`config.mk`:
```
export PLATFORM = sky130hd
export DESIGN_NAME = led_pattern_gen
export DESIGN_NICKNAME = d
export VERILOG_FILES = /design/src/rtl/led_pkg.sv /design/src/rtl/led_timebase.sv /design/src/rtl/led_pattern_gen.sv
export SDC_FILE = /design/constraint.sdc
export NUM_CORES = 1
export LEC_CHECK = 0
export BUFFER_PORTS_ARGS = -buffer_cell sky130_fd_sc_hd__buf_2
export CORE_UTILIZATION = 56
export CTS_CLUSTER_DIAMETER = 60
export DETAILED_ROUTE_END_ITERATION = 8
export PLACE_DENSITY = 0.76
export RECOVER_POWER = 25
export SETUP_SLACK_MARGIN = 0.4
export SLEW_MARGIN = 25
export SYNTH_ARGS = -nofsm -noshare
export SYNTH_HDL_FRONTEND = slang
export SYNTH_SLANG_ARGS = --single-unit
```
`constraint.sdc`:
```
create_clock -name clk -period 2 [get_ports clk]
set_clock_uncertainty 0.15 [all_clocks]
set_input_delay 0.4 -clock clk [delete_from_list [all_inputs] [get_ports clk]]
set_output_delay 0.4 -clock clk [all_outputs]
set_load 0.1 [all_outputs]
```
`src/rtl/led_pkg.sv`:
```
`default_nettype none
// +----------------------------------------------------------------------+
// | led_pkg: mode encoding and timing derivations for led_pattern_gen     |
// | Revision: 1.0                                                         |
// +----------------------------------------------------------------------+
package led_pkg;

  localparam int MODE_W = 3;

  localparam logic [MODE_W-1:0] LED_OFF        = 3'd0;
  localparam logic [MODE_W-1:0] LED_ON         = 3'd1;
  localparam logic [MODE_W-1:0] LED_BLINK      = 3'd2;
  localparam logic [MODE_W-1:0] LED_BLINK_ANTI = 3'd3;
  localparam logic [MODE_W-1:0] LED_BREATHE    = 3'd4;

  function automatic int calc_ms_div(input longint clk_freq);
    longint q;
    q = clk_freq / 1000;
    return (q < 1) ? 1 : int'(q);
  endfunction

  // Clocks per duty step so that one dark-bright-dark sweep spans breathe_ms.
  function automatic int calc_step_cyc(input longint clk_freq, input longint breathe_ms,
                                       input int pwm_bits);
    longint num;
    longint den;
    longint q;
    num = (clk_freq / 1000) * breathe_ms;
    den = 2 * ((longint'(1) << pwm_bits) - 1);
    q   = num / den;
    return (q < 1) ? 1 : int'(q);
  endfunction

  function automatic int width_of(input int n);
    return (n > 1) ? $clog2(n) : 1;
  endfunction

endpackage
`default_nettype wire

```
`src/rtl/led_timebase.sv`:
```
`default_nettype none
// +----------------------------------------------------------------------+
// | led_timebase: shared ms / blink / PWM / breathe timers                |
// | Revision: 1.0                                                         |
// +----------------------------------------------------------------------+
module led_timebase
  import led_pkg::*;
#(
  parameter int CLK_FREQ   = 27000000,
  parameter int BLINK_MS   = 500,
  parameter int BREATHE_MS = 2000,
  parameter int PWM_BITS   = 8
) (
  input  logic                clk,
  input  logic                rst_n,
  input  logic                sync_i,
  output logic                ms_tick_o,
  output logic                blink_state_o,
  output logic [PWM_BITS-1:0] pwm_cnt_o,
  output logic [PWM_BITS-1:0] duty_o
);

  localparam int MS_DIV   = calc_ms_div(CLK_FREQ);
  localparam int STEP_CYC = calc_step_cyc(CLK_FREQ, BREATHE_MS, PWM_BITS);
  localparam int MS_W     = width_of(MS_DIV);
  localparam int BL_W     = width_of(BLINK_MS);
  localparam int ST_W     = width_of(STEP_CYC);

  localparam logic [MS_W-1:0]     MS_LAST  = MS_W'(MS_DIV - 1);
  localparam logic [BL_W-1:0]     BL_LAST  = BL_W'(BLINK_MS - 1);
  localparam logic [ST_W-1:0]     ST_LAST  = ST_W'(STEP_CYC - 1);
  localparam logic [PWM_BITS-1:0] DUTY_MAX = '1;

  logic [MS_W-1:0]     ms_cnt_q, ms_cnt_d;
  logic [BL_W-1:0]     blink_cnt_q, blink_cnt_d;
  logic                blink_state_q, blink_state_d;
  logic [PWM_BITS-1:0] pwm_cnt_q, pwm_cnt_d;
  logic [ST_W-1:0]     step_cnt_q, step_cnt_d;
  logic [PWM_BITS-1:0] duty_q, duty_d;
  logic                dir_up_q, dir_up_d;
  logic                ms_tick;

  assign ms_tick = (ms_cnt_q == MS_LAST);

  always_comb begin
    ms_cnt_d      = ms_tick ? '0 : ms_cnt_q + 1'b1;
    blink_cnt_d   = blink_cnt_q;
    blink_state_d = blink_state_q;
    pwm_cnt_d     = pwm_cnt_q + 1'b1;
    step_cnt_d    = step_cnt_q + 1'b1;
    duty_d        = duty_q;
    dir_up_d      = dir_up_q;

    if (ms_tick) begin
      if (blink_cnt_q == BL_LAST) begin
        blink_cnt_d   = '0;
        blink_state_d = ~blink_state_q;
      end else begin
        blink_cnt_d = blink_cnt_q + 1'b1;
      end
    end

    // Direction flips on the step that lands on an end-point, so duty never wraps.
    if (step_cnt_q == ST_LAST) begin
      step_cnt_d = '0;
      if (dir_up_q) begin
        duty_d = duty_q + 1'b1;
        if (duty_d == DUTY_MAX) dir_up_d = 1'b0;
      end else begin
        duty_d = duty_q - 1'b1;
        if (duty_d == '0) dir_up_d = 1'b1;
      end
    end

    if (sync_i) begin
      ms_cnt_d      = '0;
      blink_cnt_d   = '0;
      blink_state_d = 1'b0;
      pwm_cnt_d     = '0;
      step_cnt_d    = '0;
      duty_d        = '0;
      dir_up_d      = 1'b1;
    end
  end

  always_ff @(posedge clk or negedge rst_n) begin
    if (!rst_n) begin
      ms_cnt_q      <= '0;
      blink_cnt_q   <= '0;
      blink_state_q <= 1'b0;
      pwm_cnt_q     <= '0;
      step_cnt_q    <= '0;
      duty_q        <= '0;
      dir_up_q      <= 1'b1;
    end else begin
      ms_cnt_q      <= ms_cnt_d;
      blink_cnt_q   <= blink_cnt_d;
      blink_state_q <= blink_state_d;
      pwm_cnt_q     <= pwm_cnt_d;
      step_cnt_q    <= step_cnt_d;
      duty_q        <= duty_d;
      dir_up_q      <= dir_up_d;
    end
  end

  assign ms_tick_o     = ms_tick;
  assign blink_state_o = blink_state_q;
  assign pwm_cnt_o     = pwm_cnt_q;
  assign duty_o        = duty_q;

endmodule
`default_nettype wire

```
`src/rtl/led_pattern_gen.sv`:
```
`default_nettype none
// +----------------------------------------------------------------------+
// | led_pattern_gen: per-channel mode-selectable LED driver               |
// | Revision: 1.0                                                         |
// +----------------------------------------------------------------------+
module led_pattern_gen
  import led_pkg::*;
#(
  parameter int CLK_FREQ   = 27000000,
  parameter int CHANNELS   = 6,
  parameter int BLINK_MS   = 500,
  parameter int BREATHE_MS = 2000,
  parameter int PWM_BITS   = 8,
  parameter int ACTIVE_LOW = 1,
  parameter int RESET_MODE = 2
) (
  input  logic                          clk,
  input  logic                          rst_n,
  input  logic                          cfg_we,
  input  logic [width_of(CHANNELS)-1:0] cfg_ch,
  input  logic [MODE_W-1:0]             cfg_mode,
  input  logic                          sync_i,
  output logic [CHANNELS-1:0]           led,
  output logic                          ms_tick_o
);

  localparam int   CH_W  = width_of(CHANNELS);
  localparam logic UNLIT = (ACTIVE_LOW != 0);

  logic [CHANNELS-1:0][MODE_W-1:0] mode_q, mode_d;
  logic [CHANNELS-1:0]             led_q, led_d;
  logic [CHANNELS-1:0]             lit;
  logic                            blink_state;
  logic [PWM_BITS-1:0]             pwm_cnt;
  logic [PWM_BITS-1:0]             duty;

  led_timebase #(
    .CLK_FREQ   (CLK_FREQ),
    .BLINK_MS   (BLINK_MS),
    .BREATHE_MS (BREATHE_MS),
    .PWM_BITS   (PWM_BITS)
  ) u_timebase (
    .clk           (clk),
    .rst_n         (rst_n),
    .sync_i        (sync_i),
    .ms_tick_o     (ms_tick_o),
    .blink_state_o (blink_state),
    .pwm_cnt_o     (pwm_cnt),
    .duty_o        (duty)
  );

  // Out-of-range channel indices match no entry and are dropped.
  always_comb begin
    mode_d = mode_q;
    for (int i = 0; i < CHANNELS; i++) begin
      if (cfg_we && (cfg_ch == CH_W'(i))) mode_d[i] = cfg_mode;
    end
  end

  always_comb begin
    lit = '0;
    for (int i = 0; i < CHANNELS; i++) begin
      case (mode_q[i])
        LED_ON:         lit[i] = 1'b1;
        LED_BLINK:      lit[i] = blink_state;
        LED_BLINK_ANTI: lit[i] = ~blink_state;
        LED_BREATHE:    lit[i] = (pwm_cnt < duty);
        default:        lit[i] = 1'b0;
      endcase
    end
    led_d = lit ^ {CHANNELS{UNLIT}};
  end

  always_ff @(posedge clk or negedge rst_n) begin
    if (!rst_n) begin
      mode_q <= {CHANNELS{MODE_W'(RESET_MODE)}};
      led_q  <= {CHANNELS{UNLIT}};
    end else begin
      mode_q <= mode_d;
      led_q  <= led_d;
    end
  end

  assign led = led_q;

endmodule
`default_nettype wire

```
After elaboration in Yosys (flattened, before gate mapping)
Cells that the tools add are included.

Reductions and logical operators: 12. Muxes and demuxes: 25. Equal/unequal tests: 33. $lt $le $gt $ge: 1. Bitwise gates (word level): 2. $add $sub $neg: 6.

Operators with widths (count): $eq 3x2->1 const B (14); $mux 17 (2); $mux 8 (4); $mux 15 (2); $mux 9 (3); $eq 3x3->1 const B (8); $pmux 1 s4 (6); $eq 3x1->1 const B (7); $add 17x1->17 const B (1); $eq 17x17->1 const B (1); $add 8x1->8 const B (2); $add 15x1->15 const B (1); $eq 15x15->1 const B (1); $add 9x1->9 const B (1); $eq 9x9->1 const B (1); $eq 8x8->1 const B (1); $logic_not 8->1 (1); $lt 8x8->1 (1); $mux 1 (8); $sub 8x1->8 const B (1); $logic_and 1x1->1 (6); $not 6->6 (1); $reduce_bool 2->1 (3); $logic_not 3->1 (1); 2 further kinds (2).

Word-level logic and storage cells: 93. Flip-flop bits (word level): 83. Output and inout port bits: 7.

Depth between registers and ports, before layout
Depth after elaboration: 6. Gate-level depth with buffers: 8. Mapped depth without buffers: 7.

By module
Synthesis repeated with hierarchy kept, for this count alone.

Cell total of the unflattened synthesis: 468. Area total of the unflattened synthesis: 4626.9 µm².

Modules (own cells, without submodules): led_timebase (times used 1, cells an instance 361, seq. area each 1477.7 µm², area each 3357.0 µm²); led_pattern_gen (times used 1, cells an instance 107, seq. area each 615.6 µm², area each 1270.0 µm²).

Worst setup path after synthesis
No wires, ideal clock.

Kind: register to register. From: register u_timebase.ms_cnt_q[12]. To: register u_timebase.blink_cnt_q[8]. Stages on the path, launching flop included: 7. Arrival time: 1875 ps. Required time: 1729 ps. Setup time: 121 ps. Path slack: -146 ps. Path through: dfrtp_1 > nor4b_1 > and4_1 > buf_2 > o21ai_0 > a32oi_1 > nor2_1.

Cells in the longest elaborated chain, start to end: 2.

RTL lines: from (decl) (line led_timebase.sv:34) `logic [MS_W-1:0] ms_cnt_q, ms_cnt_d;`; from (signal assigned) (line led_timebase.sv:96) `ms_cnt_q <= ms_cnt_d;`; $eq 15x15->1 (line led_timebase.sv:43) `assign ms_tick = (ms_cnt_q == MS_LAST);`; via ms_tick_o (line led_pattern_gen.sv:24) `output logic ms_tick_o`; $reduce_bool 2->1 (no source line); to (signal assigned) (line led_timebase.sv:97) `blink_cnt_q <= blink_cnt_d;`; to (decl) (line led_timebase.sv:35) `logic [BL_W-1:0] blink_cnt_q, blink_cnt_d;`.

The timed path passes the listed nets, and every way through them passes these cells. A chain may end at the register's enable or synchronous reset.

Final worst setup path
From: register u_timebase.ms_cnt_q[3]. To: output port ms_tick_o.

Cells in the longest elaborated chain, start to end: 1.

RTL lines (line): $eq 15x15->1 (led_timebase.sv:43); to (decl) (led_pattern_gen.sv:24).

Every way passes these cells.

==> results.cfg <==
[yosys]
synth_ff_type = dfrtp_1
synth_area_um2 = 4457
netlist_top_cells_area = dfrtp_1 (39%), dfstp_2 (7.7%), nor2_1 (6.2%)
ys_seq_area_share_pct = 46.97
synth_top_cell_by_area = dfrtp_1
synthTopCellsByCount = nor2_1 (74), dfrtp_1 (70), nand2_1 (38)
synthArstFlopShare_pct = 100.0
ys.warnings.count = 0
syn_inst = 449
synth_edf_count = 0
ys_types = 53
yosysMostFrequentCell = nor2_1
synth_top_cell_area_share_pct = 39.30
synth_area_per_cell_um2 = 9.926
ys_ff_latch = 83
synth_nets = 475

[drt]
routed_wl_um = 13500
first_pass_iters = 5
drc_errors = 0
vias = 3944
met1_length_um = 5216
route.detailed.wl_per_inst_um = 21.16
wl_met3_um = 820
routed.top_layer = met4
wl_met2_um = 6826
ant_nets = 0
drtIter0Drc = 283
via_per_inst = 6.182

[placed_design]
port_buffers = 16
dp_cells = 570
place_congestion = 0.8650
post-place-ws_ps = 45.39
dp_hpwl_um = 6122

[layout]
regArea_um2 = 2103
utilization_pct = 83.06
insertedDiodeCount = 0
drive_gt1_share_pct = 45.71
multi_input_area_um2 = 2927
area_delta_synth_final_pct = 44.02
stdcell_count = 638
fillers = 369
fin_nets = 557

[setup_path]
crit_path_cell_trace = nor4bb_4 -> and4_4 -> buf_12
critPathArrivalTime_ps = 1720
cpLargestDelayFamily = simple AND/OR/NAND/NOR gates
start_kind = flip-flop
required_ps = 1450
crit_type = reg -> out
cp_max_fo = 2
critPathSlowestCell = dfrtp_1
cp_slowest_stage_delay_ps = 450
path_buf_inv = 1
cp-end-kind = output port

[sta]
finalCriticalPeriod_ps = 2274
max_slew_margin_pct = 17.79
finalSetupViolCount = 27
slew_viol_final = 0
fmax_mhz = 439.8
worst_slew_pin_slew_ps = 1233
tns_ps = -3753
rsz0062_at_grt = yes
hold_violations = 0
period_share_pct = 113.7
layout_setup_ws_ps = -273.8

[global_routing]
grt_max_degree = 40
grt_pass1_wl_um = 19230
grt_pass1_vias = 3944
grt_antenna_before_repair = 0
grt.total_usage_pct = 29.61
grt_remaining_overflow = 0

[pwr]
p_leak_nw = 2.692
vdd_drop_max_mv = 0.5561
power_density_nw_per_um2 = 639.3
power_mw = 4.103

[floorplan]
core_um2 = 7727
io-pin-count = 17
rows = 32
design.die.area_um2 = 8319
die_w_um = 91.21
die_h_um = 91.21
start_util_pct = 57.67

[min_path]
hp-class = in -> reg

[clock_tree]
cts-htree-levels = 3
clk_latency_ps = 380
clk_path_buf_depth = 2
cts_num_sinks = 83
clkSlewWorstSetupHoldPaths_ps = 90
cts_tree = yes
numCtsBuffers = 9
cts-root-buf = clkbuf_8

[flow_run]
max_cap_viol_count = 0

[run_status]
status = complete, but fails checks
violations = setup timing
layout make-up:
class,instances,area share [%]
clock buffers,11,2.359
clock inverters,5,0.9357
inverters,10,0.8577
multi-input cells,338,45.59
flip-flops and latches,83,32.77
well taps,102,1.988
repair buffers,89,15.50
placed cells by master (no fill, tap or decap), drive strengths merged, types with 5 or more instances in the layout:
master  count
a21oi      15
and3       12
and4        5
buf        82
clkbuf     16
dfrtp      70
dfstp      13
ha         16
inv        10
mux2       18
mux2i       5
nand2      38
nand3      19
nand4      11
nor2       74
nor3       13
nor4b       5
o21ai       5
o22ai       6
xnor2      25
xor2       27
final timing paths:
| check | endpoint | cells past startpoint | start | slack (ps) |
|---|---|---|---|---|
| worst min-delay path | mode_q[4] | 2 | cfg_mode[1] | 190 |
| max in group asynchronous | mode_q[16] | 3 | rst_n | 0 |
| worst max-delay path | ms_tick_o | 3 | u_timebase.ms_cnt_q[3] | -270 |
| worst min register to register | u_timebase.step_cnt_q[0] | 1 | u_timebase.step_cnt_q[0] | 360 |
| min in group asynchronous | u_timebase.ms_cnt_q[10] | 2 | rst_n | 650 |
| worst max register to register | u_timebase.blink_cnt_q[4] | 9 | u_timebase.ms_cnt_q[3] | -230 |
cell families after synthesis:
family	Yosys count	synth area share [%]
muxes	23	5.671
buffers and inverters	28	3.088
xor gates and xnor gates	52	10.22
and+or+nand+nor	203	23.11
AOI/OAI and AO/OA	44	6.457
DFF	83	46.97
adders and majority gates	16	4.492
repair_timing:
item / 4_1_cts / 5_1_grt
resized for setup: 132 / 77
buffers inserted: 35 / 13
gates cloned: 2 / 1
endpoints found under the hold margin: 17 / 0
endpoints found under the setup margin: 64 / 64
hold buffers: 1 / 0
pin swaps: 36 / 40
worst reg2reg max path, stage by stage (launching register included):
cell,delay (ps)
dfrtp_1,450
nor4bb_4,400
and4_4,310
buf_4,120
buf_6,80
buf_6,80
buf_6,100
bufbuf_16,250
o211a_1,150
nor3_2,40
flip-flops by register name, indices dropped and copies added (netlist names):
| signal | cells |
|---|---|
| led | 6 |
| mode_q | 18 |
| u_timebase.blink_cnt_q | 9 |
| u_timebase.blink_state_o | 1 |
| u_timebase.dir_up_q | 1 |
| u_timebase.duty_o | 8 |
| u_timebase.ms_cnt_q | 15 |
| u_timebase.pwm_cnt_o | 8 |
| u_timebase.step_cnt_q | 17 |
report_power, final:
part / switching (mW) / total (mW) / internal [mW]
logic: 0.469 / 0.803 / 0.333
clock network: 0.667 / 1.32 / 0.652
registers: 0.128 / 1.98 / 1.85
total: 1.26 / 4.10 / 2.84
per-layer routing:
metal  global-route usage (%)  vias up
li1                         -     1721
met2                    50.69      192
met5                        0        -
met1                    35.84     1966
met3                    7.621       65
met4                    11.38        0
stage by stage:
| stage | area, um^2 | hold WS, ps |
|---|---|---|
| 2_1_floorplan | 4574 | -45.59 |
| 3_3_place_gp | 4841 | 153.8 |
| 3_5_place_dp | 4841 | 155.5 |
| 4_1_cts | 5928 | 188.4 |
| 5_1_grt | 6419 | 199.0 |
| 6_report | 6419 | 189.0 |
No activity file was read; power rests on OpenSTA's default activity.
